**config.mk**
```make
export PLATFORM = sky130hd
export DESIGN_NAME = cache_fill_arbiter
export DESIGN_NICKNAME = d
export VERILOG_FILES = /design/src/rtl/cache_fill_arbiter.sv
export SDC_FILE = /design/constraint.sdc
export NUM_CORES = 1
export LEC_CHECK = 0
export CORE_MARGIN = 2
export CORE_UTILIZATION = 30
export CTS_BUF_LIST = sky130_fd_sc_hd__clkbuf_4 sky130_fd_sc_hd__clkbuf_8
export DETAILED_ROUTE_END_ITERATION = 16
export PLACE_DENSITY = 0.88
export SYNTH_ARGS = -nofsm -noshare
export SYNTH_HDL_FRONTEND = slang
export SYNTH_SLANG_ARGS = --single-unit
export TNS_END_PERCENT = 30
```
**constraint.sdc**
```tcl
create_clock -name clk -period 2.3 [get_ports clk]
set_input_delay 0.345 -clock clk [delete_from_list [all_inputs] [get_ports clk]]
set_output_delay 0.345 -clock clk [all_outputs]
set_load 0.03 [all_outputs]
```
**src/rtl/cache_fill_arbiter.sv**
```systemverilog
// ---------------------------------------------------------------------------
// cache_fill_arbiter
//
// Shares one memory port between an I-cache block fill, a D-cache block fill
// and D-side write-through stores. Only one transaction owns the port at a
// time. A fill issues BLOCK_WORDS back-to-back reads and forwards every
// returned word to the owning cache. The last return pulses the owner's done.
//
// Optional build macro:
//   ARB_RR_EN - round-robin between d_miss and i_miss on a tie. A 1-bit
//               "last granted" pointer picks the other side, and it resets to
//               "I last". When undefined, d_miss always beats i_miss.
//               d_wr always wins in both builds.
//
// Parameters:
//   MEM_LATENCY  - cycles from a read issue to its mem_data_valid (>= 1)
//   BLOCK_WORDS  - 16-bit words per block (8 -> 16-byte block)
//
// Ports:
//   clk, rst_n                      clock, synchronous active-low reset
//   i_miss, i_addr                  I-side fill request / miss byte address
//   d_miss, d_addr                  D-side fill request / miss byte address
//   d_wr, d_wr_addr, d_wr_data      D-side write-through request
//   mem_en, mem_wr, mem_addr,
//   mem_data_in                     shared memory port (request side)
//   mem_data_out, mem_data_valid    shared memory port (read return)
//   fill_data, fill_word            returned word and its offset in the block
//   i_fill_we, d_fill_we            per-cache fill write enables
//   i_done, d_done, d_wr_ack        one-cycle completion pulses
//   busy                            high whenever not IDLE
// ---------------------------------------------------------------------------
module cache_fill_arbiter #(
    parameter int MEM_LATENCY = 4,
    parameter int BLOCK_WORDS = 8
) (
    input  logic        clk,
    input  logic        rst_n,
    input  logic        i_miss,
    input  logic [15:0] i_addr,
    input  logic        d_miss,
    input  logic [15:0] d_addr,
    input  logic        d_wr,
    input  logic [15:0] d_wr_addr,
    input  logic [15:0] d_wr_data,
    output logic        mem_en,
    output logic        mem_wr,
    output logic [15:0] mem_addr,
    output logic [15:0] mem_data_in,
    input  logic [15:0] mem_data_out,
    input  logic        mem_data_valid,
    output logic [15:0] fill_data,
    output logic [2:0]  fill_word,
    output logic        i_fill_we,
    output logic        d_fill_we,
    output logic        i_done,
    output logic        d_done,
    output logic        d_wr_ack,
    output logic        busy
);

    localparam int CW = $clog2(BLOCK_WORDS);

    // The block/offset arithmetic assumes 16-byte blocks of 16-bit words.
    // A return must also land at least one cycle after its issue.
    generate
        if (MEM_LATENCY < 1 || BLOCK_WORDS != 8) begin : g_cfg_check
            $error("cache_fill_arbiter: unsupported MEM_LATENCY/BLOCK_WORDS");
        end
    endgenerate

    typedef enum logic [1:0] {IDLE, WRITE, FILL, DRAIN} state_t;

    state_t          state_reg, state_next;
    logic            owner_reg, owner_next;          // 1 = D-cache, 0 = I-cache
    logic [15:0]     base_reg, base_next;
    logic [CW-1:0]   issue_cnt_reg, issue_cnt_next;
    logic [CW-1:0]   ret_cnt_reg, ret_cnt_next;

    logic            grant_d;
    logic            ret_fire;
    logic            last_ret;
    logic [1:0]      fill_we_vec;
    logic [1:0]      done_vec;

    // Miss arbitration between the two caches (d_wr is handled ahead of this)
`ifdef ARB_RR_EN
    logic last_d_reg;                                // 1 = D granted last

    always_ff @(posedge clk) begin
        if (!rst_n) begin
            last_d_reg <= 1'b0;
        end else if (state_reg == IDLE && !d_wr && (d_miss || i_miss)) begin
            last_d_reg <= grant_d;
        end
    end

    assign grant_d = d_miss && (!i_miss || !last_d_reg);
`else
    assign grant_d = d_miss;
`endif

    // Returns are only meaningful while a fill owns the port; a stray valid
    // in IDLE or WRITE is dropped without touching the return counter.
    assign ret_fire = mem_data_valid && (state_reg == FILL || state_reg == DRAIN);
    assign last_ret = ret_fire && (ret_cnt_reg == CW'(BLOCK_WORDS - 1));

    // Steer the write enable and done pulse to the cache that owns the fill
    genvar gi;
    generate
        for (gi = 0; gi < 2; gi++) begin : g_side
            localparam logic SIDE = (gi == 1);
            assign fill_we_vec[gi] = ret_fire && (owner_reg == SIDE);
            assign done_vec[gi]    = last_ret && (owner_reg == SIDE);
        end
    endgenerate

    assign i_fill_we = fill_we_vec[0];
    assign d_fill_we = fill_we_vec[1];
    assign i_done    = done_vec[0];
    assign d_done    = done_vec[1];
    assign busy      = (state_reg != IDLE);

    always_ff @(posedge clk) begin
        if (!rst_n) begin
            state_reg     <= IDLE;
            owner_reg     <= 1'b0;
            base_reg      <= 16'h0000;
            issue_cnt_reg <= '0;
            ret_cnt_reg   <= '0;
        end else begin
            state_reg     <= state_next;
            owner_reg     <= owner_next;
            base_reg      <= base_next;
            issue_cnt_reg <= issue_cnt_next;
            ret_cnt_reg   <= ret_cnt_next;
        end
    end

    always_comb begin
        state_next     = state_reg;
        owner_next     = owner_reg;
        base_next      = base_reg;
        issue_cnt_next = issue_cnt_reg;
        ret_cnt_next   = ret_cnt_reg;
        mem_en         = 1'b0;
        mem_wr         = 1'b0;
        mem_addr       = 16'h0000;
        mem_data_in    = 16'h0000;
        fill_data      = 16'h0000;
        fill_word      = 3'd0;
        d_wr_ack       = 1'b0;

        case (state_reg)
            IDLE: begin
                if (d_wr) begin
                    state_next = WRITE;
                end else if (d_miss || i_miss) begin
                    owner_next     = grant_d;
                    base_next      = (grant_d ? d_addr : i_addr) & 16'hFFF0;
                    issue_cnt_next = '0;
                    ret_cnt_next   = '0;
                    state_next     = FILL;
                end
            end
            WRITE: begin
                mem_en      = 1'b1;
                mem_wr      = 1'b1;
                mem_addr    = d_wr_addr;
                mem_data_in = d_wr_data;
                d_wr_ack    = 1'b1;
                state_next  = IDLE;
            end
            FILL: begin
                // Offset is OR-ed in, so no carry can reach the block base
                mem_en         = 1'b1;
                mem_addr       = base_reg | 16'({issue_cnt_reg, 1'b0});
                issue_cnt_next = issue_cnt_reg + 1'b1;
                if (issue_cnt_reg == CW'(BLOCK_WORDS - 1)) begin
                    state_next = DRAIN;
                end
            end
            DRAIN: begin
                // Waiting for the remaining in-flight reads
            end
            default: begin
                state_next = IDLE;
            end
        endcase

        // Return counting runs alongside issuing; FILL and DRAIN overlap here
        if (ret_fire) begin
            fill_data    = mem_data_out;
            fill_word    = 3'(ret_cnt_reg);
            ret_cnt_next = ret_cnt_reg + 1'b1;
            if (last_ret) begin
                state_next = IDLE;
            end
        end
    end

endmodule
```
Word level (Yosys, flattened, before mapping):

Index checks and enable logic that the tools add are counted.

* add/subtract/negate cells: 2
* $mul: 0
* divide/modulo/power cells: 0
* magnitude comparators: 0
* equal/unequal tests: 8
* shift operators: 0
* muxes and demuxes: 18
* bitwise gates (word level): 3
* reduce and logical (&&, ||, !) cells: 17

Operators with widths (number)
* two-way mux 16 bit: 3
* case mux 16 bit (2 select lines): 1
* bitwise OR 16 x 4 -> 16 bit: 1
* two-way mux 3 bit: 5
* two-way mux 2 bit: 5
* AND reduction 3 bit: 3
* nonzero test 2 bit: 4
* adder 3 x 1 -> 3 bit, second input constant: 2
* == test 3 bit, second input constant: 2
* logical AND 1 bit: 6
* case mux 2 bit (3 select lines): 1
* case mux 3 bit (2 select lines): 1
* == test 2 bit, second input constant: 2
* != test 2 bit, second input constant: 2
* == test 2 x 1 -> 1 bit, second input constant: 1
* logical NOT 2 bit: 1
* logical OR 1 bit: 2
* two-way mux 1 bit: 2
* != test 2 x 1 -> 1 bit, second input constant: 1
* NOT 1 bit: 2
* OR reduction 2 bit: 1

* register bits: 21
* bits in latches: 0
* RAM bits: 0
* memory bits (read-only): 0
* input port bits: 86
* output and inout port bits: 59
* word-level logic and storage cells: 53
* memories: 0

Depth between registers and ports, before layout:

Gate-level depths: netlist (run 1).

* depth in word-level cells: 6
* mapped depth: 7
* depth with buffers taken out: 6

Worst setup path after synthesis (run 1):

No wires, ideal clock.

* path type: reg2out
* from: register state_reg[0]
* to: output mem_addr[10]
* arrival time: 1.809 ns
* required time: 1.955 ns
* slack: 0.146 ns
* stages on the path, launching flop included: 5
* cell sequence: dfxtp_1 inv_1 ha_1 clkbuf_1 nor2b_1

* longest elaborated chain between the ends: 2
* elaborated cells between the ends (all ways): 3
* those cells by class: eq/ne (2); mux (1)

Ends and longest elaborated chain
* from (decl): line 73 `state_t state_reg, state_next;`
* from (signal assigned): line 131 `state_reg <= state_next;`
* == test 2 bit / == test 2 x 1 -> 1 bit (equally long branches): line 153 `case (state_reg)`
* case mux 16 bit (2 select lines) *: line 153
* to (decl): line 47 `output logic [15:0] mem_addr,`

Every way passes the cells marked *; elsewhere a longest branch is shown, timed or not.

Worst setup path in the final report (run 1):

* from: register state_reg[1]
* to: output mem_en

* longest elaborated chain between the ends: 3
* elaborated cells between the ends (all ways): 4
* those cells by class: eq/ne (2); mux (1); reduce/logical (1)

Ends and longest elaborated chain
* == test 2 bit / == test 2 x 1 -> 1 bit (equally long branches): line 153
* OR reduction 2 bit (no line) *
* two-way mux 1 bit *: line 153
* to (decl): line 45 `output logic mem_en,`

Marks and branches as above.

==> impl_metrics.env, run 1 <==
export IMPL_pin_count_of_the_biggest_net_entering_global_routing=35
export IMPL_internal_power_mw=0.852
export IMPL_post_synthesis_cell_area_sq_mm=0.00165
export IMPL_grt_antenna_before_repair=0
export IMPL_outcome="complete, no violations"
export IMPL_final_nets=424
export IMPL_postSynth_asyncResetShare=0
export IMPL_routed_via_count=1832
export IMPL_fin_cells=399
export IMPL_rsz0062_at_grt="no"
export IMPL_p_r_area_growth_vs_syn_pct=79.0
export IMPL_post_drt_via_cell_ratio=4.59
export IMPL_post_place_cells=395
export IMPL_worstPathBufferInverterCount=2
export IMPL_cts_buf_count=3
export IMPL_n_antenna_cell=0
export IMPL_critical_path_required_ns=1.96
export IMPL_first_pass_detailed_route_iteration_total=4
export IMPL_min_path_cells=2
export IMPL_detail_route_iter0_violations=53
export IMPL_global_route_usage_total=0.165
export IMPL_synth_largest_area_cell="sky130_fd_sc_hd__dfxtp_1"
export IMPL_ff2ff_path_depth=6
export IMPL_totalWireLength_um=5120
export IMPL_max_ffs_per_register=12
export IMPL_timing_critical_path_max_delay_family="buffers and inverters"
export IMPL_timing_max_transition_violations_final=0
export IMPL_clock_insertion_delay_worst_skew_ns=0.26
export IMPL_worst_setup_path_type="flip-flop to primary output"
export IMPL_maxSlewHeadroom=0.713
export IMPL_synth_cell_types=28
export IMPL_detail_route_wl_per_cell_um=12.8
export IMPL_number_of_i_o_pins=145
export IMPL_timing_critical_path_slowest_cell_delay_ns=0.68
export IMPL_syn_inst=197
export IMPL_sw_frac_of_total=0.355
export IMPL_p_comb_frac=0.489
export IMPL_timing_worst_slew_pin_value_ns=0.426
export IMPL_setup_worst_path_start_class="flip-flop"
export IMPL_yosysSeqAreaShare=0.254
export IMPL_synth_yosys_warnings=0
export IMPL_max_freq_mhz=456
export IMPL_synth_avg_cell_area_sq_um=8.39
export IMPL_placeableCoreArea_sq_mm=0.00541
export IMPL_yosys_top_cells_count="38 x sky130_fd_sc_hd__and2_1, 26 x sky130_fd_sc_hd__nand2_1, 21 x sky130_fd_sc_hd__dfxtp_1, 16 x sky130_fd_sc_hd__nor2b_1, 15 x sky130_fd_sc_hd__a22oi_1"
export IMPL_postSynth_topFlopCell="sky130_fd_sc_hd__dfxtp_1"
export IMPL_crit_arrival_ns=1.85
export IMPL_synth_nets=293
export IMPL_die_h_um=78.2
export IMPL_setup_violations=0
export IMPL_critical_path_depth=3
export IMPL_synth_enable_flop_cells=0
export IMPL_clkPwrFrac=0.186
export IMPL_grt_pass1_vias=1763
export IMPL_final_min_clock_period_ns=2.20
export IMPL_ctsHtreeMaxLevel=1
export IMPL_max_cap_viol_count=0
export IMPL_p_seq_frac=0.325
export IMPL_yosys_register_bits=21
export IMPL_worst_clock_skew_ns=0.00448
export IMPL_leakagePower_nw=1.42
export IMPL_route_detailed_drc=0
export IMPL_cts_root_to_sink_buffers=2
export IMPL_initial_utilization=0.306
export IMPL_grt_pass1_wl_um=8230
export IMPL_finalHoldViolCount=0
export IMPL_critPathCaptureType="primary output"
export IMPL_finalWeightedCongestion=0.715
export IMPL_cts_tree="done"
export IMPL_setup_tns_ns=0
export IMPL_power_density_cell_area_mw_per_mm2=447
export IMPL_placement_io_buffers=136
export IMPL_num_rows=27
export IMPL_synth_largest_type_area_fraction=0.254
export IMPL_grt_overflow=0
export IMPL_crit_path_max_fanout=8
export IMPL_rrSetupSlack_ns=0.56
export IMPL_dpl_hpwl_um=4110
export IMPL_hp_class="flip-flop to flip-flop"
export IMPL_vdd_ir_drop_max_uv=243
export IMPL_critical_path_cell_chain="inv_1 -> ha_1 -> clkdlybuf4s50_1"
export IMPL_post_synth_main_area_contributors="sky130_fd_sc_hd__dfxtp_1 25%, sky130_fd_sc_hd__and2_1 14%, sky130_fd_sc_hd__mux2i_1 7.9%"
export IMPL_drive_above_1_share=0.226
export IMPL_cts_root_buffer="sky130_fd_sc_hd__clkbuf_8"
export IMPL_post_route_ant_nets=0
export IMPL_clock_slew_at_the_register_clock_pins_of_the_worst_setup_and_hold_paths_ns=0.07
export IMPL_period_share=0.954
export IMPL_most_instantiated_library_cell_after_synthesis="sky130_fd_sc_hd__and2_1"
export IMPL_slowest_stage="sky130_fd_sc_hd__clkdlybuf4s50_1"
export IMPL_numClockSinks=21
export IMPL_die_area_sq_mm=0.00612
export IMPL_p_switching_mw=0.470
export IMPL_die_width_um=78.2
-- power by group through the flow --
| stage | clock, mW | sequential [mW] | combinational (mW) |
|---|---|---|---|
| detailed placement | 0 | 0.437 | 0.652 |
| CTS | 0.257 | 0.429 | 0.652 |
| finish | 0.246 | 0.429 | 0.646 |
| global route | 0.275 | 0.435 | 0.692 |
| floorplan | 0 | 0.428 | 0.385 |
| global placement | 0 | 0.436 | 0.640 |
-- final cells by class --
class	instances	area [sq um]
Clock buffer	4	48.8
Inverter	4	15.0
Multi-Input combinational cell	156	1120
Tap cell	72	90.1
Fill cell	524	2450
Timing Repair Buffer	142	1260
Sequential cell	21	422
-- placed cells by master (no fill, tap or decap), drive strengths merged, types with 6 or more instances in the layout --
| cell | count |
|---|---|
| nor2b | 16 |
| ha | 10 |
| clkdlybuf4s50 | 78 |
| dfxtp | 21 |
| o21ai | 6 |
| and2 | 38 |
| mux2i | 13 |
| a22oi | 15 |
| nand2 | 26 |
| buf | 63 |
| o211a | 12 |
-- layer usage --
| metal | global-route usage | part of all wire | wire [um] | vias to the layer above |
|---|---|---|---|---|
| li1 | - | - | - | 935 |
| met1 | 0.185 | 0.39 | 1990 | 807 |
| met2 | 0.308 | 0.51 | 2630 | 86 |
| met3 | 0.0448 | 0.090 | 462 | 4 |
| met4 | 0.0368 | 0.0086 | 44 | 0 |
| met5 | 0 | 0 | 0 | - |
-- stage by stage --
stage                     setup WS [ns]   util  instance area (sq um)  power (mW)  hold slack [ns]
final                             0.105  0.547                   2960        1.32            0.493
after global routing             0.0148  0.547                   2960        1.40            0.527
after CTS                       0.00195  0.547                   2960        1.34            0.495
after detailed placement          0.196  0.538                   2910        1.09            0.485
after global placement            0.249  0.538                   2910        1.08            0.472
after floorplan                   0.146      -                   1650       0.813            0.458
-- worst register-to-register path, stage by stage (launching register included) --
cell and delay (ns):
sky130_fd_sc_hd__dfxtp_2 0.42, sky130_fd_sc_hd__inv_1 0.14, sky130_fd_sc_hd__ha_1 0.27, sky130_fd_sc_hd__o21a_2 0.33
sky130_fd_sc_hd__o21ai_0 0.20, sky130_fd_sc_hd__mux2i_1 0.11, sky130_fd_sc_hd__and2_1 0.16
-- path summary, 6_finish.rpt --
kind / start / end
max reg2reg: state_reg[0] / ret_cnt_reg[0]
min: issue_cnt_reg[1] / issue_cnt_reg[1]
max: state_reg[1] / mem_en
min reg2reg: issue_cnt_reg[1] / issue_cnt_reg[1]
-- kinds of logic after synthesis --
group	after synthesis	share of synthesized area
buf+inv	20	0.0689
flops	21	0.254
mux	13	0.0787
simple gates	87	0.287
compound gates	46	0.235
fa+ha+maj	10	0.0757
-- what timing repair did --
action | CTS | global route
hold buffers | 0 | 0
cloned | 0 | 0
hold endpoints to repair | 0 | 0
resized for setup | 2 | 1
setup buffers | 0 | 0
endpoints found under the setup margin | 23 | 37
No activity file was read; power rests on OpenSTA's default activity.
==> inputs of run 2 (changes only) <==
--- a/config.mk
+++ b/config.mk
@@ -9,6 +9,7 @@
 export CORE_UTILIZATION = 30
 export CTS_BUF_LIST = sky130_fd_sc_hd__clkbuf_4 sky130_fd_sc_hd__clkbuf_8
 export DETAILED_ROUTE_END_ITERATION = 16
+export HOLD_SLACK_MARGIN = 0.02
 export PLACE_DENSITY = 0.88
 export SYNTH_ARGS = -nofsm -noshare
 export SYNTH_HDL_FRONTEND = slang
==> results of run 2 <==
Same layout as run 1: the final DEF is identical, and so are final timing and power.
